## src/rtl/btn_toggle_pkg.sv

```systemverilog
// ---------------------------------------------------------------
// btn_toggle_pkg : shared state encoding and helpers for btn_toggle_req
// Rev 1.0
// ---------------------------------------------------------------
`default_nettype none

package btn_toggle_pkg;

  typedef enum logic [2:0] {
    IDLE         = 3'd0,
    PRESS_QUAL   = 3'd1,
    PRESSED      = 3'd2,
    REPEAT       = 3'd3,
    RELEASE_QUAL = 3'd4
  } state_e;

  function automatic int max3(input int a, input int b, input int c);
    int m;
    m = (a > b) ? a : b;
    return (m > c) ? m : c;
  endfunction

endpackage

`default_nettype wire

```

## src/rtl/bit_sync.sv

```systemverilog
// ---------------------------------------------------------------
// bit_sync : reset-to-0 shift-chain synchroniser for one async bit
// Rev 1.0
// ---------------------------------------------------------------
`default_nettype none

module bit_sync #(
  parameter int STAGES = 2
) (
  input  logic clk,
  input  logic rst,
  input  logic d,
  output logic q
);

  logic [STAGES-1:0] sync_q;

  always_ff @(posedge clk or negedge rst) begin
    if (!rst) begin
      sync_q <= '0;
    end else begin
      sync_q <= {sync_q[STAGES-2:0], d};
    end
  end

  assign q = sync_q[STAGES-1];

endmodule

`default_nettype wire

```

## src/rtl/btn_toggle_req.sv

```systemverilog
// ---------------------------------------------------------------
// btn_toggle_req : debounced pushbutton to single-cycle toggle request
// Rev 1.0
// ---------------------------------------------------------------
`default_nettype none

module btn_toggle_req
  import btn_toggle_pkg::*;
#(
  parameter int SYNC_STAGES     = 2,
  parameter int DEBOUNCE_CYCLES = 16,
  parameter int HOLD_CYCLES     = 64,
  parameter int REPEAT_CYCLES   = 16,
  parameter int REPEAT_EN       = 1
) (
  input  logic clk,
  input  logic rst,
  input  logic btn_in,
  input  logic en,
  output logic t_pulse,
  output logic btn_level,
  output logic repeating
);

  localparam int CNT_W = $clog2(max3(DEBOUNCE_CYCLES, HOLD_CYCLES, REPEAT_CYCLES)) + 1;
  localparam logic [CNT_W-1:0] DEB_LAST  = CNT_W'(DEBOUNCE_CYCLES - 1);
  localparam logic [CNT_W-1:0] HOLD_LAST = CNT_W'(HOLD_CYCLES - 1);
  localparam logic [CNT_W-1:0] REP_LAST  = CNT_W'(REPEAT_CYCLES - 1);
  localparam logic             REP_ON    = (REPEAT_EN != 0);

  logic             btn_s;
  state_e           state_q, state_d;
  logic [CNT_W-1:0] cnt_q, cnt_d;
  logic             t_pulse_q, t_pulse_d;
  logic             btn_level_q, btn_level_d;
  logic             repeating_q, repeating_d;

  bit_sync #(
    .STAGES(SYNC_STAGES)
  ) u_sync (
    .clk(clk),
    .rst(rst),
    .d  (btn_in),
    .q  (btn_s)
  );

  always_ff @(posedge clk or negedge rst) begin
    if (!rst) begin
      state_q     <= IDLE;
      cnt_q       <= '0;
      t_pulse_q   <= 1'b0;
      btn_level_q <= 1'b0;
      repeating_q <= 1'b0;
    end else begin
      state_q     <= state_d;
      cnt_q       <= cnt_d;
      t_pulse_q   <= t_pulse_d;
      btn_level_q <= btn_level_d;
      repeating_q <= repeating_d;
    end
  end

  always_comb begin
    state_d     = state_q;
    cnt_d       = cnt_q + 1'b1;
    t_pulse_d   = 1'b0;
    btn_level_d = btn_level_q;
    case (state_q)
      IDLE: begin
        cnt_d = '0;
        if (btn_s) state_d = PRESS_QUAL;
      end
      PRESS_QUAL: begin
        if (!btn_s) begin
          state_d = IDLE;
          cnt_d   = '0;
        end else if (cnt_q == DEB_LAST) begin
          state_d     = PRESSED;
          cnt_d       = '0;
          btn_level_d = 1'b1;
          t_pulse_d   = en;
        end
      end
      PRESSED: begin
        if (!btn_s) begin
          state_d = RELEASE_QUAL;
          cnt_d   = '0;
        end else if (cnt_q == HOLD_LAST) begin
          // Without auto-repeat the hold timer parks here instead of wrapping.
          if (REP_ON) begin
            state_d   = REPEAT;
            cnt_d     = '0;
            t_pulse_d = en;
          end else begin
            cnt_d = cnt_q;
          end
        end
      end
      REPEAT: begin
        if (!btn_s) begin
          state_d = RELEASE_QUAL;
          cnt_d   = '0;
        end else if (cnt_q == REP_LAST) begin
          cnt_d     = '0;
          t_pulse_d = en;
        end
      end
      RELEASE_QUAL: begin
        if (btn_s) begin
          state_d = PRESSED;
          cnt_d   = '0;
        end else if (cnt_q == DEB_LAST) begin
          state_d     = IDLE;
          cnt_d       = '0;
          btn_level_d = 1'b0;
        end
      end
      default: begin
        state_d = IDLE;
        cnt_d   = '0;
      end
    endcase
    repeating_d = (state_d == REPEAT);
  end

  assign t_pulse   = t_pulse_q;
  assign btn_level = btn_level_q;
  assign repeating = repeating_q;

endmodule

`default_nettype wire

```

## config.mk

```make
export PLATFORM = sky130hd
export DESIGN_NAME = btn_toggle_req
export DESIGN_NICKNAME = d
export VERILOG_FILES = /design/src/rtl/btn_toggle_pkg.sv /design/src/rtl/bit_sync.sv /design/src/rtl/btn_toggle_req.sv
export SDC_FILE = /design/constraint.sdc
export NUM_CORES = 1
export LEC_CHECK = 0
export ABC_AREA = 1
export BUFFER_PORTS_ARGS = -buffer_cell sky130_fd_sc_hd__buf_2
export CORE_UTILIZATION = 53
export CTS_CLUSTER_SIZE = 25
export DETAILED_ROUTE_END_ITERATION = 10
export PLACE_DENSITY = 0.78
export SYNTH_ARGS = -nofsm -noshare
export SYNTH_HDL_FRONTEND = slang
export SYNTH_SLANG_ARGS = --single-unit
```

## constraint.sdc

```tcl
create_clock -name clk -period 1.7 [get_ports clk]
set_input_delay 0.17 -clock clk [delete_from_list [all_inputs] [get_ports clk]]
set_output_delay 0.17 -clock clk [all_outputs]
set_load 0.02 [all_outputs]
```

==> metrics.txt, run 1 <==
core area 0.00137 mm^2; Warnings, synthesis 0; placement-stage worst setup slack 0.334 ns; GR Util All Layers 0.219; Num CTS Buffers 3; commonest non-fill, non-tap cell in the layout dfrtp_1; Final setup viols 0; setup TNS 0 ns; LEAKAGE 0.418 nW; die area 0.00170 mm^2; vias per inst 5.16; Final #Nets 108; Die H 41.2 um; switching share of power 0.253; Distinct cells, synth 26; Reg clk slew, reported paths 0.08 ns; unrepaired setup endpoints after global routing false; CP max FO 5; final setup margin 0.301 ns; GR Util met2 0.332; I/O Buffers 6; Synth top area share 0.460; largest area contributor in the synthesized netlist dfrtp_1; max-cap viol count 0; Design Area, Final 903 um^2; Die W 41.2 um; gr ovfl total 0; slew margin rel. 0.783; later-pin clock latency in the skew report 0.28 ns; antenna violations before repair 0; Max Fclk 0.715 GHz; TritonCTS clock tree done; First DRT Iteration DRCs 3; Routed WL per cell 12.6 um; logic gate share of total power 0.105; IO Count 7; postcts setup bufs 0; grt met1 use 0.287; Endpoint, Worst Hold t_pulse; layout cells sized above 1 0.275; Post-Syn Instances 91; M3 GR Usage 0.0489; WP data arrival 1.62 ns; maximum root-to-sink buffer count 2; CTS root buffer clkbuf_4; GRT Max-Usage Layer met2; H-tree depth 1; routed wire length 1.48 mm; first drt pass iteration count 2; final hold violation count 0; power share of the clock group 0.313; Crit. End Element flop; RePlAce Congestion 0.777; Final Critical Period 1.40 ns; clock skew 0.000536 ns; Synth Area per Inst 8.96 um^2; Final ANT Viol Nets 0; Pint 0.481 mW; reg-to-reg setup timing slack 0.30 ns; Hold Startpoint en; Area contributors post-synth dfrtp_1, nand3_1, nand2_1; post-cts resize count 0; Sequential Power Share 0.582; # hold bufs at CTS 2; Area Overhead vs Synth 10.7%; Psw 0.163 mW; Multi-input gate area 388 um^2; Worst Tran Pin Value 0.326 ns; Worst R2R End repeating; placed inst area 857 um^2; Max IR drop VDD 515 uV; FF+latch area 375 um^2; Tightest Hold Check Type primary input to flop; Syn Std Cell Area 816 um^2; hold path cells 3; HPWL Detailed 1.08 mm; Pins Over Slew Limit 0; sequential fraction of the synthesis area 0.460; fin crit share 0.823; startpoint types flop; n_diodes 0; data required time at the worst endpoint 1.92 ns; most frequent cells in the layout dfrtp_1, nand2_1, nor2_1, nand3_1, inv_1; DRC 0; Clock Sinks 15; Critical Setup Path Class flop to flop; Vias 604; Pwr per Cell Area 712 mW/mm^2; worst-case reg-to-reg path depth 9; largest net degree at the start of global routing 16; # fillers 120; Mapped Nets 96; worst r2r src cnt_q[0]; Rows 13; Initial Util 0.597; global-route wire length before repair 2.27 mm; status complete, no violations; vias in the first global route 534; Seq cells post-synth 15
## worst max-delay path by stage
stage	startpoint	end	slack, ns	cells past startpoint
floorplan	cnt_q[0]	repeating	0.46	8
global placement	cnt_q[0]	repeating	0.39	9
detailed placement	cnt_q[0]	repeating	0.33	9
CTS	cnt_q[0]	repeating	0.31	7
global route	cnt_q[0]	repeating	0.16	9
finish	cnt_q[0]	repeating	0.30	9
## registers in the layout, indices dropped and copies added (netlist names)
name,flops
t_pulse,1
cnt_q,7
u_sync.sync_q,2
state_q,3
repeating,1
btn_level,1
## power groups by stage
stage               clock network, mW  logic [mW]  registers [mW]
global placement                    0      0.0634           0.381
detailed placement                  0      0.0649           0.381
CTS                             0.210      0.0685           0.374
floorplan                           0      0.0499           0.378
finish                          0.201      0.0674           0.375
global route                    0.223      0.0784           0.376
## per-layer routing
metal,vias up,share of wire
li1,319,-
met1,270,0.50
met2,10,0.45
met3,5,0.028
met4,0,0.023
met5,-,0
## logic make-up after synthesis
logic type | after synthesis | synth area share
AO/OA/AOI/OAI | 14 | 0.124
XOR/XNOR | 3 | 0.0322
adder cells (fa/ha/maj) | 1 | 0.0153
buffers and inverters | 13 | 0.0644
flip-flops | 15 | 0.460
AND/OR/NAND/NOR | 45 | 0.304
## layout make-up
class	count	share of cell area
Clock buffer	4	0.0291
Inverter	12	0.0499
Multi-Input combinational cell	63	0.429
Timing Repair Buffer	8	0.0554
Sequential cell	15	0.416
Tap cell	15	0.0208
## Yosys cell counts
cell       n
dfrtp_1   15
nand2_1   12
nor2_1    10
nand3_1    9
inv_1      7
a21oi_1    6
inv_2      4
a21oi_2    3
nand2_4    3
nand2_2    2
nand3_2    2
nand4_1    2
nor2_4     2
xor2_1     2
a211oi_1   1
a211oi_2   1
a21boi_2   1
buf_4      1
clkinv_1   1
ha_1       1
nand3b_1   1
nor2_2     1
nor3_1     1
o21ai_0    1
o32ai_1    1
xnor2_1    1
## metrics by stage
step,util,power [mW],hold WS [ns],instances
floorplan,-,0.428,-0.126,91
global placement,0.627,0.444,0.0827,111
detailed placement,0.627,0.446,0.0863,111
CTS,0.661,0.653,0.129,117
global route,0.661,0.677,0.142,117
finish,0.661,0.643,0.132,117
## critical path, cell delays in order, from the launching register on
cell     delay (ns)
dfrtp_1        0.38
ha_1           0.22
nand2_2        0.08
nor2_4         0.17
nand2_1        0.12
nand2_1        0.08
nand3_1        0.08
nand3_2        0.09
nand2_1        0.05
inv_1          0.06
No activity file was read; power rests on OpenSTA's default activity.
==> run 2: changes to the inputs <==
==> constraint.sdc (replaced) <==
create_clock -name clk -period 1.34 [get_ports clk]
set_input_delay 0.134 -clock clk [delete_from_list [all_inputs] [get_ports clk]]
set_output_delay 0.134 -clock clk [all_outputs]
set_load 0.02 [all_outputs]
==> run 2 against run 1 <==
Against the previous run:
- the flow now finishes with violations (negative setup slack)
- sequential power rose by 27%
- hold slack got worse by 0.013 ns
- clock skew grew 0.0026 ns
- setup slack got worse by 0.32 ns
- clock power rose by 26%
- die area did not move
- critical path type unchanged
- highest routed layer unchanged
- wire length rose by 8.5%
==> metrics.txt, run 2 (synthesis gave the netlist of run 1 again) <==
later-pin clock latency in the skew report 0.28 ns; Biggest register cnt_q; H-tree depth 1; Die H 41.2 um; Area Overhead vs Synth 18.3%; Vias 653; Die W 41.2 um; biggest regs cnt_q (7), state_q (3), u_sync.sync_q (2); RePlAce Congestion 0.784; data required time at the worst endpoint 1.54 ns; vias per inst 5.40; vias in the first global route 547; HPWL Detailed 1.10 mm; Clock Sinks 15; unrepaired setup endpoints after global routing true; Initial Util 0.597; placed inst area 857 um^2; Crit. End Element flop; LEAKAGE 0.453 nW; fin crit share 1.01; WP buf/inv 2; Routed WL per cell 13.3 um; TritonCTS clock tree done; layout cells sized above 1 0.368; antenna violations before repair 0; Pins Over Slew Limit 0; Critical Setup Path Class flop to flop; maximum root-to-sink buffer count 2; core area 0.00137 mm^2; startpoint types flop; Max Fclk 0.737 GHz; slew margin rel. 0.783; die area 0.00170 mm^2; Design Area, Final 965 um^2; reg-to-reg setup timing slack -0.02 ns; Reg clk slew, reported paths 0.09 ns; CP cell instances ha_4 -> nand2_4 -> nor2_4 -> buf_4 -> a21oi_2 -> inv_2 -> a21oi_1; max incr delay on CP 0.44 ns; First DRT Iteration DRCs 33; most frequent cells in the layout dfrtp_1, nand2_1, nor2_1, nand3_1; Pwr Total 0.820 mW; failing checks negative setup slack; Max IR drop VDD 788 uV; first drt pass iteration count 4; final setup margin -0.0176 ns; placement-stage worst setup slack -0.0299 ns; placed cells 111; Min Hold Slack 0.120 ns; Num CTS Buffers 3; setup TNS -0.0176 ns; gr ovfl total 0; Crit path max-delay family flip-flops; commonest non-fill, non-tap cell in the layout dfrtp_1; CP max stage cell dfrtp_1; DRC 0; Final Critical Period 1.36 ns; Final setup viols 1; Final #Nets 112; Post-Route Utilization 0.706; final hold violation count 0; routed wire length 1.61 mm; max-cap viol count 0; Tightest Hold Check Type primary input to flop; max reg flops 7; I/O Buffers 6; CP max FO 5; status finished, violations left; IO Count 7; clock skew 0.00314 ns; # fillers 99; CTS root buffer clkbuf_4; largest net degree at the start of global routing 16; global-route wire length before repair 2.39 mm; final cell count without fillers 121; Pwr per Cell Area 850 mW/mm^2; Rows 13; Worst Tran Pin Value 0.326 ns; GR Util All Layers 0.231; Final ANT Viol Nets 0; n_diodes 0; WP data arrival 1.56 ns
run 2: area by class of cell:
type	count	area, um^2	area share
clock buffers	4	26.3	0.0272
inverters	12	45.0	0.0467
multi-input cells	63	418	0.433
flip-flops and latches	15	377	0.390
well taps	15	18.8	0.0195
repair buffers	12	80.1	0.0830
run 2: worst register-to-register path, stage by stage, from the launching register on:
cell	delay (ns)
dfrtp_1	0.44
ha_4	0.20
nand2_4	0.07
nor2_4	0.05
buf_4	0.13
a21oi_2	0.16
inv_2	0.08
a21oi_1	0.16
run 2: metal layers:
metal,vias up,GRT usage,wire length [um]
met5,-,0,0
met3,2,0.0815,68
li1,327,-,-
met2,17,0.344,776
met4,0,0.0726,9
met1,307,0.313,752
run 2: worst paths after layout:
check	startpoint	end	depth (start not counted)
worst min register to register	u_sync.sync_q[0]	u_sync.sync_q[1]	0
max in group asynchronous	rst	u_sync.sync_q[1]	2
worst max register to register	cnt_q[0]	cnt_q[3]	7
min in group asynchronous	rst	cnt_q[5]	2
worst max-delay path	cnt_q[0]	cnt_q[3]	7
worst min-delay path	en	t_pulse	3
run 2: timing repair:
| item | 4_1_cts | 5_1_grt |
|---|---|---|
| setup endpoints to repair | 1 | 10 |
| setup buffers | 2 | 2 |
| resized for setup | 2 | 7 |
| pin swaps | 2 | 7 |
| cloned | 0 | 0 |
| hold endpoints to repair | 16 | 0 |
| hold buffers | 2 | 0 |
run 2: where the power goes:
group          switching [mW]  leakage [nW]  total (mW)  internal, mW
Clock                   0.137        0.0150       0.253         0.115
Combinational          0.0572         0.236      0.0894        0.0323
Sequential             0.0149         0.202       0.478         0.463
